===== src/rtl/w_stage_grf_if.sv =====
// Bundle of the W-stage instruction fields, the two D-stage read ports
// and the retire log, shared between the writeback/GRF block and its driver.
interface w_stage_grf_if;
    logic        W_valid;
    logic [31:0] W_PC;
    logic        W_RegWrite;
    logic [4:0]  W_GRF_A3;
    logic [1:0]  W_WD_sel;
    logic [31:0] W_ALU_ans;
    logic [31:0] W_DM_out;
    logic [2:0]  W_load_type;
    logic [4:0]  D_rs;
    logic [4:0]  D_rt;
    logic [31:0] D_RD1;
    logic [31:0] D_RD2;
    logic        log_valid;
    logic [31:0] log_pc;
    logic [4:0]  log_addr;
    logic [31:0] log_data;

    modport master (
        output W_valid, W_PC, W_RegWrite, W_GRF_A3, W_WD_sel,
               W_ALU_ans, W_DM_out, W_load_type, D_rs, D_rt,
        input  D_RD1, D_RD2, log_valid, log_pc, log_addr, log_data
    );

    modport slave (
        input  W_valid, W_PC, W_RegWrite, W_GRF_A3, W_WD_sel,
               W_ALU_ans, W_DM_out, W_load_type, D_rs, D_rt,
        output D_RD1, D_RD2, log_valid, log_pc, log_addr, log_data
    );
endinterface


===== src/rtl/w_stage_grf.sv =====
// Writeback stage and 32x32 general register file of the MIPS pipeline.
// Selects and extends the writeback value, writes the GRF, serves two
// read ports with same-cycle write bypass, logs each write one cycle later
// and counts retired instructions.
module w_stage_grf #(
    parameter logic [31:0] LINK_OFFSET = 32'd8,
    parameter int          CNT_WIDTH   = 32
) (
    input  logic                 clk,
    input  logic                 reset,
    w_stage_grf_if.slave         bus,
    output logic [CNT_WIDTH-1:0] retired_cnt
);

    localparam logic [2:0] LT_LB  = 3'd1;
    localparam logic [2:0] LT_LBU = 3'd2;
    localparam logic [2:0] LT_LH  = 3'd3;
    localparam logic [2:0] LT_LHU = 3'd4;

    // Extract the addressed byte/halfword from the aligned word and extend it.
    // Halfword selection only looks at off[1]; misalignment is trapped upstream.
    function automatic logic [31:0] load_extract(input logic [31:0] word,
                                                 input logic [1:0]  off,
                                                 input logic [2:0]  ltype);
        logic signed [7:0]  byte_s;
        logic signed [15:0] half_s;
        logic signed [31:0] ext_s;
        logic [31:0]        res;
        case (off)
            2'd0:    byte_s = word[7:0];
            2'd1:    byte_s = word[15:8];
            2'd2:    byte_s = word[23:16];
            default: byte_s = word[31:24];
        endcase
        half_s = off[1] ? word[31:16] : word[15:0];
        ext_s  = '0;
        case (ltype)
            LT_LB: begin
                ext_s = byte_s;
                res   = ext_s;
            end
            LT_LBU:  res = {24'd0, byte_s};
            LT_LH: begin
                ext_s = half_s;
                res   = ext_s;
            end
            LT_LHU:  res = {16'd0, half_s};
            default: res = word;
        endcase
        return res;
    endfunction

    logic [31:0]          wd;
    logic                 we;
    logic [31:0]          regs_q [32];
    logic [31:0]          regs_d [32];
    logic                 log_valid_q, log_valid_d;
    logic [31:0]          log_pc_q, log_pc_d;
    logic [4:0]           log_addr_q, log_addr_d;
    logic [31:0]          log_data_q, log_data_d;
    logic [CNT_WIDTH-1:0] cnt_q, cnt_d;

    // Writeback value select: ALU result, extended load data, or link address.
    always_comb begin
        wd = '0;
        case (bus.W_WD_sel)
            2'd0:    wd = bus.W_ALU_ans;
            2'd1:    wd = load_extract(bus.W_DM_out, bus.W_ALU_ans[1:0], bus.W_load_type);
            2'd2:    wd = bus.W_PC + LINK_OFFSET;
            default: wd = '0;
        endcase
    end

    // $0 is hard-wired, so a write to it is dropped entirely (no log either).
    assign we = bus.W_valid & bus.W_RegWrite & (bus.W_GRF_A3 != 5'd0);

    // Next register-file contents.
    always_comb begin
        regs_d = regs_q;
        if (we) begin
            regs_d[bus.W_GRF_A3] = wd;
        end
    end

    // Read port 1 with bypass of the value being written this cycle.
    always_comb begin
        bus.D_RD1 = regs_q[bus.D_rs];
        if (bus.D_rs == 5'd0) begin
            bus.D_RD1 = '0;
        end else if (we && (bus.D_rs == bus.W_GRF_A3)) begin
            bus.D_RD1 = wd;
        end
    end

    // Read port 2 with bypass of the value being written this cycle.
    always_comb begin
        bus.D_RD2 = regs_q[bus.D_rt];
        if (bus.D_rt == 5'd0) begin
            bus.D_RD2 = '0;
        end else if (we && (bus.D_rt == bus.W_GRF_A3)) begin
            bus.D_RD2 = wd;
        end
    end

    // Retire log and instruction counter next state; log fields hold when idle.
    always_comb begin
        log_valid_d = we;
        log_pc_d    = log_pc_q;
        log_addr_d  = log_addr_q;
        log_data_d  = log_data_q;
        cnt_d       = cnt_q;
        if (we) begin
            log_pc_d   = bus.W_PC;
            log_addr_d = bus.W_GRF_A3;
            log_data_d = wd;
        end
        if (bus.W_valid) begin
            cnt_d = cnt_q + CNT_WIDTH'(1);
        end
    end

    // State registers; reset discards whatever instruction is in W.
    always_ff @(posedge clk) begin
        if (reset) begin
            regs_q      <= '{default: '0};
            log_valid_q <= 1'b0;
            log_pc_q    <= '0;
            log_addr_q  <= '0;
            log_data_q  <= '0;
            cnt_q       <= '0;
        end else begin
            regs_q      <= regs_d;
            log_valid_q <= log_valid_d;
            log_pc_q    <= log_pc_d;
            log_addr_q  <= log_addr_d;
            log_data_q  <= log_data_d;
            cnt_q       <= cnt_d;
        end
    end

    assign bus.log_valid = log_valid_q;
    assign bus.log_pc    = log_pc_q;
    assign bus.log_addr  = log_addr_q;
    assign bus.log_data  = log_data_q;
    assign retired_cnt   = cnt_q;

endmodule


===== src/flat_wrapper.sv =====
// flat-port wrapper written by rule: the top's interface ports become plain ports
module w_stage_grf_flat 
#(
    parameter logic [31:0] LINK_OFFSET = 32'd8,
    parameter int          CNT_WIDTH   = 32
)
  (clk, reset, retired_cnt, bus_W_valid, bus_W_PC, bus_W_RegWrite, bus_W_GRF_A3, bus_W_WD_sel, bus_W_ALU_ans, bus_W_DM_out, bus_W_load_type, bus_D_rs, bus_D_rt, bus_D_RD1, bus_D_RD2, bus_log_valid, bus_log_pc, bus_log_addr, bus_log_data);
  w_stage_grf_if bus_i ();
  input  logic clk;
  input  logic reset;
  output logic [CNT_WIDTH-1:0] retired_cnt;
  input wire logic [$bits(bus_i.W_valid)-1:0] bus_W_valid;
  input wire logic [$bits(bus_i.W_PC)-1:0] bus_W_PC;
  input wire logic [$bits(bus_i.W_RegWrite)-1:0] bus_W_RegWrite;
  input wire logic [$bits(bus_i.W_GRF_A3)-1:0] bus_W_GRF_A3;
  input wire logic [$bits(bus_i.W_WD_sel)-1:0] bus_W_WD_sel;
  input wire logic [$bits(bus_i.W_ALU_ans)-1:0] bus_W_ALU_ans;
  input wire logic [$bits(bus_i.W_DM_out)-1:0] bus_W_DM_out;
  input wire logic [$bits(bus_i.W_load_type)-1:0] bus_W_load_type;
  input wire logic [$bits(bus_i.D_rs)-1:0] bus_D_rs;
  input wire logic [$bits(bus_i.D_rt)-1:0] bus_D_rt;
  output wire logic [$bits(bus_i.D_RD1)-1:0] bus_D_RD1;
  output wire logic [$bits(bus_i.D_RD2)-1:0] bus_D_RD2;
  output wire logic [$bits(bus_i.log_valid)-1:0] bus_log_valid;
  output wire logic [$bits(bus_i.log_pc)-1:0] bus_log_pc;
  output wire logic [$bits(bus_i.log_addr)-1:0] bus_log_addr;
  output wire logic [$bits(bus_i.log_data)-1:0] bus_log_data;
  assign bus_i.W_valid = bus_W_valid;
  assign bus_i.W_PC = bus_W_PC;
  assign bus_i.W_RegWrite = bus_W_RegWrite;
  assign bus_i.W_GRF_A3 = bus_W_GRF_A3;
  assign bus_i.W_WD_sel = bus_W_WD_sel;
  assign bus_i.W_ALU_ans = bus_W_ALU_ans;
  assign bus_i.W_DM_out = bus_W_DM_out;
  assign bus_i.W_load_type = bus_W_load_type;
  assign bus_i.D_rs = bus_D_rs;
  assign bus_i.D_rt = bus_D_rt;
  assign bus_D_RD1 = bus_i.D_RD1;
  assign bus_D_RD2 = bus_i.D_RD2;
  assign bus_log_valid = bus_i.log_valid;
  assign bus_log_pc = bus_i.log_pc;
  assign bus_log_addr = bus_i.log_addr;
  assign bus_log_data = bus_i.log_data;
  w_stage_grf #(.LINK_OFFSET(LINK_OFFSET), .CNT_WIDTH(CNT_WIDTH)) u_core (.clk(clk), .reset(reset), .bus(bus_i), .retired_cnt(retired_cnt));
endmodule

===== config.mk =====
export PLATFORM = sky130hd
export DESIGN_NAME = w_stage_grf_flat
export DESIGN_NICKNAME = d
export VERILOG_FILES = /design/src/rtl/w_stage_grf_if.sv /design/src/rtl/w_stage_grf.sv /design/src/flat_wrapper.sv
export SDC_FILE = /design/constraint.sdc
export NUM_CORES = 2
export LEC_CHECK = 0
export BUFFER_PORTS_ARGS = -buffer_cell sky130_fd_sc_hd__buf_2
export CORE_ASPECT_RATIO = 1.2
export CORE_UTILIZATION = 60
export DETAILED_ROUTE_END_ITERATION = 8
export PLACE_DENSITY = 0.78
export RECOVER_POWER = 100
export SLEW_MARGIN = 25
export SYNTH_ARGS = -nofsm -noshare
export SYNTH_HDL_FRONTEND = slang
export SYNTH_SLANG_ARGS = --single-unit

===== constraint.sdc =====
create_clock -name clk -period 3.1 [get_ports clk]
set_input_delay 0.465 -clock clk [delete_from_list [all_inputs] [get_ports clk]]
set_output_delay 0.465 -clock clk [all_outputs]
set_load 0.02 [all_outputs]

==> run metrics <==
Post-Synth Adder-Cell Area less than 1%; Die Area 96900 um2; Synth top cells by count 1128 x nor2_1, 1125 x dfxtp_1, 939 x a211oi_1; Num Clock Sinks 1125; Routed WL per cell 30.3 um; initial antenna violation count 8; drt drc 0; post-route ant nets 0; cell breakdown of the critical path clkbuf_2 -> nor3_1 -> clkbuf_1 -> a21oi_2 -> nand3_1 -> clkbuf_1 -> nor2_1 -> buf_4 -> nor2_1 -> a211oi_1; Area contributors post-synth dfxtp_1 39%, mux4_2 18%, a211oi_1 12%, nor2_1 7.4%, mux2i_1 3.6%; Syn Std Cell Area approximately 57000 um2; final cell count without fillers 7637; Worst Path Required 3.71 ns; grt ovf 0; cell family with most CP delay simple AND/OR/NAND/NOR gates; drt initial violations roughly 9200; syn_nets 6010; syn avg cell area 9.75 um2; Hold Buf Count CTS 0; area grow syn2layout 21.8%; largest net degree at the start of global routing 122; Die X between 200 and 300 um; Synth Warn # 0; largest family of logic cells by synthesized area multiplexers; CTS HTree Levels 3; Final WS setup -0.267 ns; PD cells 483 nW/um2; GPL Wtd Cong 1.02; Critical path buffers and inverters 4; Largest stage delay, worst path 1.34 ns; Max-Cap Viols 8; fraction of the mapped netlist area in compound gates a little under a fifth; top cell type's share of synthesized area approximately two fifths; fin nets 6412; Mapped Cells 5888; Clock Latency Late Sink 0.71 ns; Finish-stage setup viols 101; Vias/cell between 7 and 8; Die Y 341 um; Highest Clock Rate 0.297 GHz; clock tree from TritonCTS built; Peak VDD IR 0.000500 V; top-count cell post-synth nor2_1; Root Buffer clkbuf_16; Netlist cell types 71; largest area contributor in the netlist dfxtp_1; worst-margin pin slew between 2 and 2.5 ns; DP Cell Count 7360; Setup WS pre-CTS -0.641 ns; vias 56000; Top Ports between 200 and 300; final slew viol count ~460; number of global-route vias before repair 54200; register area share after synthesis about two fifths; critical path startpoint category primary input; # port buffers 285; xor/xnor share of the synthesized area 0.946%; CP max FO 24; clk slew on worst S/H paths 0.07 ns; DP Wirelength 143000 um; gr usage total 45.1%; Num CTS Buffers approximately 110; placeable core area 94200 um2; ys async rst share 0%; simple-gate portion of the synthesized area 13.6%; crit path kind in -> reg; run status finished with violations; RSZ-0062 raised after global routing yes; Post-Route WL approximately 230000 um; FP Rows 123; ys flop type dfxtp_1; CP Capture Type register; number of synthesized flops with an enable pin 0; Slew headroom -35.4%; post-synthesis register bit count 1125; DRT Pass-1 Iters 7; post-synthesis mux area share between 20 and 25%; Final Critical Period 3.37 ns; deepest clock path buffer count 3; crit path DAT 3.98 ns; CP max-delay cell nor2_1; power consumption between 30 and 40 mW; leakage power approximately 24 nW; first-pass GRT wire length between 300000 and 400000 um; Final Hold Viols 0; crit share post-route 109%; clock skew 0.00507 ns; initial cell density of the core 60.9%; Hold Crit Class in -> reg; share of layout cells above drive strength 1 approximately 28%; failing checks max-capacitance violations, max-slew violations, negative setup slack
## area by class of cell
type / instances / area, um2
multi-input combinational: 4076 / 33300
fill: 6084 / 24300
sequential: 1125 / 22600
timing repair buffer: 965 / 8560
clock buffer: 155 / 3240
tap: 1250 / 1560
clock inverter: 50 / 612
inverter: 11 / 41.3
antenna: 5 / 12.5
## logic make-up after synthesis
family	count (synthesis)
simple gates	1846
compound gates	1499
flops	1125
buf+inv	687
mux	667
xor+xnor	62
fa+ha+maj	2
## registers in the layout (all words and copies together), names as in the netlist
register and flops:
u_core.retired_cnt 32, u_core.bus.log_data 32, u_core.bus.log_valid 1, u_core.bus.log_addr 5, u_core.regs_q 1023, u_core.bus.log_pc 32
## layer usage
| layer | global-route usage, % | vias up | part of all wire [%] |
|---|---|---|---|
| met5 | 0 | - | 0.027 |
| met4 | 36.0 | 8 | 9.8 |
| met2 | 67.1 | 5125 | 43 |
| met1 | 53.1 | 26500 | 32 |
| li1 | - | 22800 | - |
| met3 | 15.8 | 1624 | 16 |
## repair_timing
item                       4_1_cts  5_1_grt
gates cloned                     8        6
buffers inserted                31       40
setup endpoints to repair       57       61
resized for setup              242      189
pin swaps                       59       65
## metrics by stage
step           setup TNS [ns]  hold slack (ns)  utilization, %  cell area (um2)
6_report                -9.32           0.0230            74.2            69900
5_1_grt                -11.15           0.0512            74.2            69900
4_1_cts                 -1.57           0.0149            74.2            69900
3_5_place_dp           -11.43            0.447            68.4            64500
3_3_place_gp           -10.64            0.439            68.4            64500
2_1_floorplan               0            0.440               -            57400
## final timing paths
check / start / endpoint / slack (ns) / cells after the start
max: bus_W_GRF_A3[2] / u_core.regs_q[5]$_SDFFE_PP0P_ / -0.27 / 10
min: bus_W_PC[31] / u_core.bus.log_pc[31]$_SDFFE_PP0P_ / 0.02 / 3
max reg2reg: u_core.retired_cnt[13]$_SDFFE_PP0P_ / u_core.retired_cnt[29]$_SDFFE_PP0P_ / 1.02 / 6
min reg2reg: u_core.bus.log_pc[1]$_SDFFE_PP0P_ / u_core.bus.log_pc[1]$_SDFFE_PP0P_ / 0.45 / 2
## power by group
group | switching [mW] | internal, mW | leakage, nW
Combinational | 2.92 | 1.68 | 12.6
Sequential | 0.104 | 14.6 | 9.11
Clock | 6.13 | 8.29 | 1.89
Total | 9.16 | 24.6 | 23.6
## cells in the final DEF (no fill, tap or decap), types with 20 or more instances in the layout
cell,count
a211oi_1,908
a211oi_2,48
a21oi_1,197
a221oi_1,41
a22oi_1,49
a22oi_2,22
buf_12,116
buf_16,21
buf_2,135
buf_4,432
buf_6,38
clkbuf_1,150
clkbuf_16,121
clkbuf_2,53
clkbuf_4,21
clkbuf_8,21
clkinv_2,22
dfxtp_1,1065
dfxtp_2,60
mux2i_1,202
mux4_2,459
nand2_1,387
nand3_1,35
nand3b_1,36
nor2_1,1100
nor2b_1,59
nor3_1,60
nor3_2,20
o21ai_0,52
o31ai_1,32
xor2_1,37
## worst min-delay path, delay by kind of cell
family	cells	cell delay (ns)
buf+inv	1	0.11
compound gates	1	0.05
simple gates	1	0.05
No activity file was read; power rests on OpenSTA's default activity.
